`src/rtl/mem_write_ctrl.sv`:
```
// CPU write-path controller: GPIO writes go out as a registered one-cycle strobe,
// SDRAM writes are posted into a small FIFO and drained over a req/ack handshake.
module mem_write_ctrl #(
    parameter int unsigned DATA_WIDTH = 32,
    parameter int unsigned ADDR_WIDTH = 32,
    parameter int unsigned FIFO_DEPTH = 4
) (
    input  logic                  clk,
    input  logic                  rst,
    input  logic                  wr_en,
    input  logic [ADDR_WIDTH-1:0] wr_address,
    input  logic [DATA_WIDTH-1:0] wr_data,
    output logic                  wr_stall,
    output logic                  we_gpio,
    output logic [DATA_WIDTH-1:0] wr_data_gpio,
    output logic                  sdram_wr_req,
    output logic [ADDR_WIDTH-1:0] sdram_wr_addr,
    output logic [DATA_WIDTH-1:0] sdram_wr_data,
    input  logic                  sdram_wr_ack,
    output logic                  wr_pending
);

    localparam int unsigned PtrW = $clog2(FIFO_DEPTH);
    localparam logic [PtrW:0]   FullCount = (PtrW + 1)'(FIFO_DEPTH);
    localparam logic [PtrW:0]   CountOne  = (PtrW + 1)'(1);
    localparam logic [PtrW-1:0] PtrOne    = PtrW'(1);

    typedef enum logic {StIdle, StReq} state_e;

    state_e state_q, state_d;

    logic [ADDR_WIDTH-1:0] addr_mem [FIFO_DEPTH];
    logic [DATA_WIDTH-1:0] data_mem [FIFO_DEPTH];
    logic [PtrW-1:0]       wr_ptr_q, rd_ptr_q;
    logic [PtrW:0]         count_q, count_d;

    logic gpio_hit, sdram_hit, fifo_full, fifo_empty, push, pop;

    assign gpio_hit   = wr_address[ADDR_WIDTH-1];
    assign sdram_hit  = ~gpio_hit;
    assign fifo_full  = (count_q == FullCount);
    assign fifo_empty = (count_q == '0);

    // No bypass: a full FIFO stalls even if the head pops this cycle.
    assign wr_stall = wr_en & sdram_hit & fifo_full;
    assign push     = wr_en & sdram_hit & ~fifo_full;
    assign pop      = (state_q == StReq) & sdram_wr_ack;

    always_comb begin
        count_d = count_q;
        unique case ({push, pop})
            2'b10:   count_d = count_q + CountOne;
            2'b01:   count_d = count_q - CountOne;
            default: count_d = count_q;
        endcase
    end

    // Next state looks at the post-edge count so a fresh push raises req one cycle later
    // and a push coinciding with the last pop keeps req high.
    always_comb begin
        state_d      = state_q;
        sdram_wr_req = 1'b0;
        unique case (state_q)
            StIdle: begin
                if (count_d != '0) state_d = StReq;
            end
            StReq: begin
                sdram_wr_req = 1'b1;
                if (pop && count_d == '0) state_d = StIdle;
            end
            default: state_d = StIdle;
        endcase
    end

    always_ff @(posedge clk) begin
        if (rst) begin
            state_q      <= StIdle;
            wr_ptr_q     <= '0;
            rd_ptr_q     <= '0;
            count_q      <= '0;
            we_gpio      <= 1'b0;
            wr_data_gpio <= '0;
        end else begin
            state_q      <= state_d;
            count_q      <= count_d;
            we_gpio      <= wr_en & gpio_hit;
            wr_data_gpio <= (wr_en & gpio_hit) ? wr_data : '0;
            if (push) wr_ptr_q <= wr_ptr_q + PtrOne;
            if (pop)  rd_ptr_q <= rd_ptr_q + PtrOne;
        end
    end

    always_ff @(posedge clk) begin
        if (push) begin
            addr_mem[wr_ptr_q] <= wr_address;
            data_mem[wr_ptr_q] <= wr_data;
        end
    end

    // Storage is not reset, so gate the head to keep outputs defined when empty.
    assign sdram_wr_addr = fifo_empty ? '0 : addr_mem[rd_ptr_q];
    assign sdram_wr_data = fifo_empty ? '0 : data_mem[rd_ptr_q];
    assign wr_pending    = ~fifo_empty | sdram_wr_req;

endmodule

```
`config.mk`:
```
export PLATFORM = sky130hd
export DESIGN_NAME = mem_write_ctrl
export DESIGN_NICKNAME = d
export VERILOG_FILES = /design/src/rtl/mem_write_ctrl.sv
export SDC_FILE = /design/constraint.sdc
export NUM_CORES = 1
export LEC_CHECK = 0
export CAP_MARGIN = 15
export CORE_ASPECT_RATIO = 1.75
export CORE_MARGIN = 2
export CORE_UTILIZATION = 50
export DETAILED_ROUTE_END_ITERATION = 7
export PLACE_DENSITY = 0.85
export SLEW_MARGIN = 40
export SYNTH_ARGS = -nofsm -noshare
export SYNTH_HDL_FRONTEND = slang
export SYNTH_SLANG_ARGS = --single-unit
```
`constraint.sdc`:
```
create_clock -name clk -period 8.8 [get_ports clk]
set_clock_uncertainty 0.05 [all_clocks]
set_input_delay 1.76 -clock clk [delete_from_list [all_inputs] [get_ports clk]]
set_output_delay 1.76 -clock clk [all_outputs]
set_load 0.1 [all_outputs]
```
Yosys cells after proc, flatten, opt, wreduce, memory -nomap -nowiden
Memories as Yosys holds them, arrays and structs flattened. A register that Yosys moved wholly into a read port is not among the register bits.
Cells that the tools add are included.

storage, ports and cells
  register bits = 41
  bits in writable memories = 256
  bits of input ports = 68
  output and inout port bits = 100
  logic and storage cells = 44
  memories = 2

memories
  name      depth  width  read ports  clocked after Yosys merged registers in  write ports  line  RTL
  addr_mem  4      32     1           1                                        1            32    logic [ADDR_WIDTH-1:0] addr_mem [FIFO_DEPTH];
  data_mem  4      32     1           1                                        1            33    logic [DATA_WIDTH-1:0] data_mem [FIFO_DEPTH];

operators by class
  $add $sub $neg = 4
  eq/ne operators = 3
  multiplexer cells = 13
  bitwise operators = 11
  reductions and logical operators = 5

operator list
  cell                                                                 number
  32-bit two-way mux                                                   2
  2-bit two-way mux                                                    4
  3-bit zero test                                                      2
  3-bit one-hot mux with 2 select lines                                1
  1-bit AND                                                            5
  1-bit two-way mux                                                    5
  1-bit inverter                                                       5
  2-bit by 1-bit adder with 2-bit output (second input constant)       2
  3-bit by 1-bit adder with 3-bit output (second input constant)       1
  3-bit == test (second input constant)                                1
  3-bit nonzero test                                                   1
  3-bit by 1-bit subtractor with 3-bit output (second input constant)  1
  2-bit by 1-bit == test with 1-bit output (second input constant)     1
  2-bit == test (second input constant)                                1
  1-bit one-hot mux with 2 select lines                                1
  2-bit OR reduction                                                   1
  1-bit logical AND                                                    1
  1-bit bitwise OR                                                     1

Depth between registers and ports, before layout
  word-level depth = 9
  mapped depth = 10
  gate-level depth less buffers = 10

Worst setup path before layout
OpenSTA, ideal clock, no wires.

  path kind = input port to output port
  start = input wr_address[31]
  end = output wr_stall
  data arrival time = 5.049 ns
  required time = 6.990 ns
  setup slack = 1.941 ns
  cell stages on the path = 2
  path through = nand2b_1 nor4b_1

on the way
  longest elaborated chain between the ends = 3

RTL lines
  item                     line  RTL
  from (decl)              11    input logic [ADDR_WIDTH-1:0] wr_address,
  1-bit inverter           40    assign sdram_hit = ~gpio_hit;
  1-bit AND (2 in series)  45    assign wr_stall = wr_en & sdram_hit & fifo_full;
  to (decl)                13    output logic wr_stall,

No other way between the ends.

Worst setup path in the final report
Same ends and word-level chain as after synthesis.

==> results.txt <==
HP Class = flip-flop to flip-flop
Rows = 72
Post-route ant nets = 0
GPL Wtd Cong = 0.7208
Yosys top cell area share = 69.53%
Drt drc = 0
Compound-cell area share of the yosys netlist = 0.2263%
Final hold violations = 0
Clk_lat worst skew = 0.53 ns
Final wirelength = 20820 µm
Combinational cell fraction of total power = 41.3%
Peak VDD IR = 0.4970 mV
Largest net degree at the start of global routing = 39
Tot GR Track Use = 18.35%
WHS Path Cells = 2
First-pass GRT wire length = 32270 µm
Mapped Nets = 603
FILL cells = 1521
Mapped Cells = 529
Yosys reg bits = 299
Top Family by Delay on Critical Path = buffers and inverters
Kind of end point of the critical path = output port
RSZ-0062 raised after global routing = false
Synth area leaders = edfxtp_1 70%, mux4_2 13%, dfxtp_1 7.8%
Slew HR = 49.05%
Area used by multi-input combinational logic = 2352 µm²
Slew @ Worst Pin = 0.7642 ns
Post-synth EDFFs = 256
Critical-path cell list = clkdlybuf4s50_1, nand2b_1, nor4b_1, buf_2
Synth Area in Adders = 0.7469%
Setup TNS = 0 ns
Post-synth cell types = 24
CTS Buf Count = 25
Htree depth = 1
Fin. max-slew vios = 0
GRT overflow = 0
Fmax = 0.1986 GHz
Count leader, synth = edfxtp_1
CP Class = input port to output port
Tcrit/Tclk final = 57.23%
Antenna violations before repair = 1
Multiplexer share of the synthesized area = 13.13%
Core box area = 21890 µm²
Final Core Density = 61.17%
CP startpoint kind = input port
Critical path peak fanout = 6
Cells after DPL = 975
Switching pwr = 2.060 mW
Cell area after synthesis = 11060 µm²
Final min period = 5.036 ns
Placed inst area = 12590 µm²
Non-Filler Instances = 1022
Worst r2r path cells = 10
Die Area = 23370 µm²
Nets = 780
Area leader, netlist = edfxtp_1
Die height = 200.7 µm
Largest family of logic cells by synthesized area = multiplexers
Post-DR wirelength/cell = 20.37 µm
Crit-path max cell delay = 0.50 ns
Post-synth top cells = 256 x edfxtp_1, 65 x nor2b_1, 64 x mux4_2, 43 x dfxtp_1, 37 x and2_1
Synth Flop Type = edfxtp_1
Vias = 5420
Switching Fraction = 44.58%
WP data arrival = 3.23 ns
Die Span X = 116.4 µm
Synth async-reset ratio = 0%
TritonCTS clock tree = built
Status = completed
Vias in the first global route = 6052
Initial Utilization = 50.51%
Max_cap viols = 0
CTS resizes = 0
Req. time, crit path = 6.99 ns
Synth Area in Simple Gates = 6.495%
Yosys synthesis warning count = 0
Register share of total power = 35.8%
DRT Pass-1 Iters = 4
Max stage delay cell, worst path = clkdlybuf4s50_1
R2r setup slk = 6.26 ns
Post-DR vias/cell = 5.303
Post-synthesis sequential area ratio = 77.31%
DP Wirelength = 12870 µm
Clock transition at the registers of the reported paths = 0.06 ns
Area grow syn2layout = 21.12%
Cts hold-fix bufs = 0
FF/Latch Area = 8556 µm²
Int Power = 2.561 mW
Design area = 13390 µm²
PortBufs = 167
WP depth = 4
Syn Area/Cell = 20.90 µm²
Share of layout cells above drive strength 1 = 30.34%
Final setup violation count = 0
Hold Slack = 0.4896 ns
Cell Pwr Density = 345.1 nW/µm²
# IOs = 168
XOR/XNOR Fraction of Synth Area = 0.4753%
DRT iter0 DRCs = 329
Buf/Inv on CP = 2
Clk buf depth = 3
Leakage = 4.589 nW
Number of post-CTS setup repair buffers = 0
Clk pwr share = 22.9%
Sink Count = 299
Clock root buffer = clkbuf_16
-- path summary, 6_finish.rpt --
check / start / endpoint
worst min-delay path: rd_ptr_q[1]$_SDFFE_PP0N_ / rd_ptr_q[1]$_SDFFE_PP0N_
worst max register to register: count_q[0]$_SDFF_PP0_ / state_q$_SDFF_PP0_
worst min register to register: rd_ptr_q[1]$_SDFFE_PP0N_ / rd_ptr_q[1]$_SDFFE_PP0N_
worst max-delay path: wr_address[31] / wr_stall
-- power by group through the flow --
stage                     logic (mW)  registers, mW  clock network [mW]
after floorplan                 1.59           1.70                   0
after global placement          2.04           1.69                   0
after detailed placement        1.92           1.69                   0
after CTS                       1.92           1.66                1.09
after global routing            1.97           1.67                1.13
final                           1.91           1.66                1.06
-- state kept, by name, indices dropped and copies added, names as in the netlist, named ones only --
register,count
we_gpio,1
state_q,1
wr_ptr_q,2
count_q,3
wr_data_gpio,32
addr_mem,128
data_mem,128
rd_ptr_q,2
-- logic make-up after synthesis --
logic type	after synthesis
and+or+nand+nor	119
adders and majority gates	6
muxes	65
AOI/OAI and AO/OA	3
xor gates and xnor gates	6
DFF	299
buffers and inverters	31
-- placed cells by master, fill, tap and decap left out --
cell,synthesis,final
xnor2_1,3,3
edfxtp_1,256,256
clkinvlp_4,0,1
a31oi_2,1,1
inv_1,6,6
dfxtp_1,43,41
nor3_1,2,1
buf_2,7,100
ha_1,5,5
clkbuf_1,10,5
clkdlybuf4s50_1,0,67
nand2_1,2,2
nor2_1,9,8
nand2b_1,2,2
buf_12,0,5
buf_4,0,3
fa_1,1,1
o21ai_0,1,1
nor3_2,0,1
nor2b_1,65,65
nor3b_1,1,1
clkinv_1,0,2
mux2i_1,1,1
xor2_1,3,3
mux4_2,64,64
nor4b_1,1,1
nor2_4,0,1
inv_6,0,2
and2_1,37,33
and2_4,0,4
bufinv_16,0,1
clkbuf_16,0,26
diode_2,0,1
clkbuf_8,0,2
dfxtp_4,0,2
clkinv_2,0,7
a211oi_1,1,1
-- per-stage QoR --
step / total power, mW / worst slack, ns
after floorplan: 3.292 / 1.941
after global routing: 4.770 / 3.651
after global placement: 3.734 / 3.058
after detailed placement: 3.607 / 3.753
final: 4.621 / 3.764
after CTS: 4.667 / 3.744
-- routing by layer --
| metal | share of wire (%) | GRT usage (%) |
|---|---|---|
| met4 | 4.3 | 9.056 |
| met1 | 37 | 20.76 |
| met5 | 0 | 0 |
| met2 | 55 | 33.16 |
| met3 | 4.2 | 2.536 |
-- area by class of cell --
type                    instances  area share, %
flip-flops and latches        299          63.89
multi-input cells             199          17.57
repair buffers                175          9.661
clock buffers                  33          5.204
well taps                     296          2.766
clock inverters                13         0.7288
inverters                       6         0.1682
diodes                          1        0.01869
-- worst min-delay path, stage by stage, from the launching register on --
cell and delay, ns:
dfxtp_1 0.33, xor2_1 0.07, nor2_1 0.10
Power figures use the tool's default switching activity.
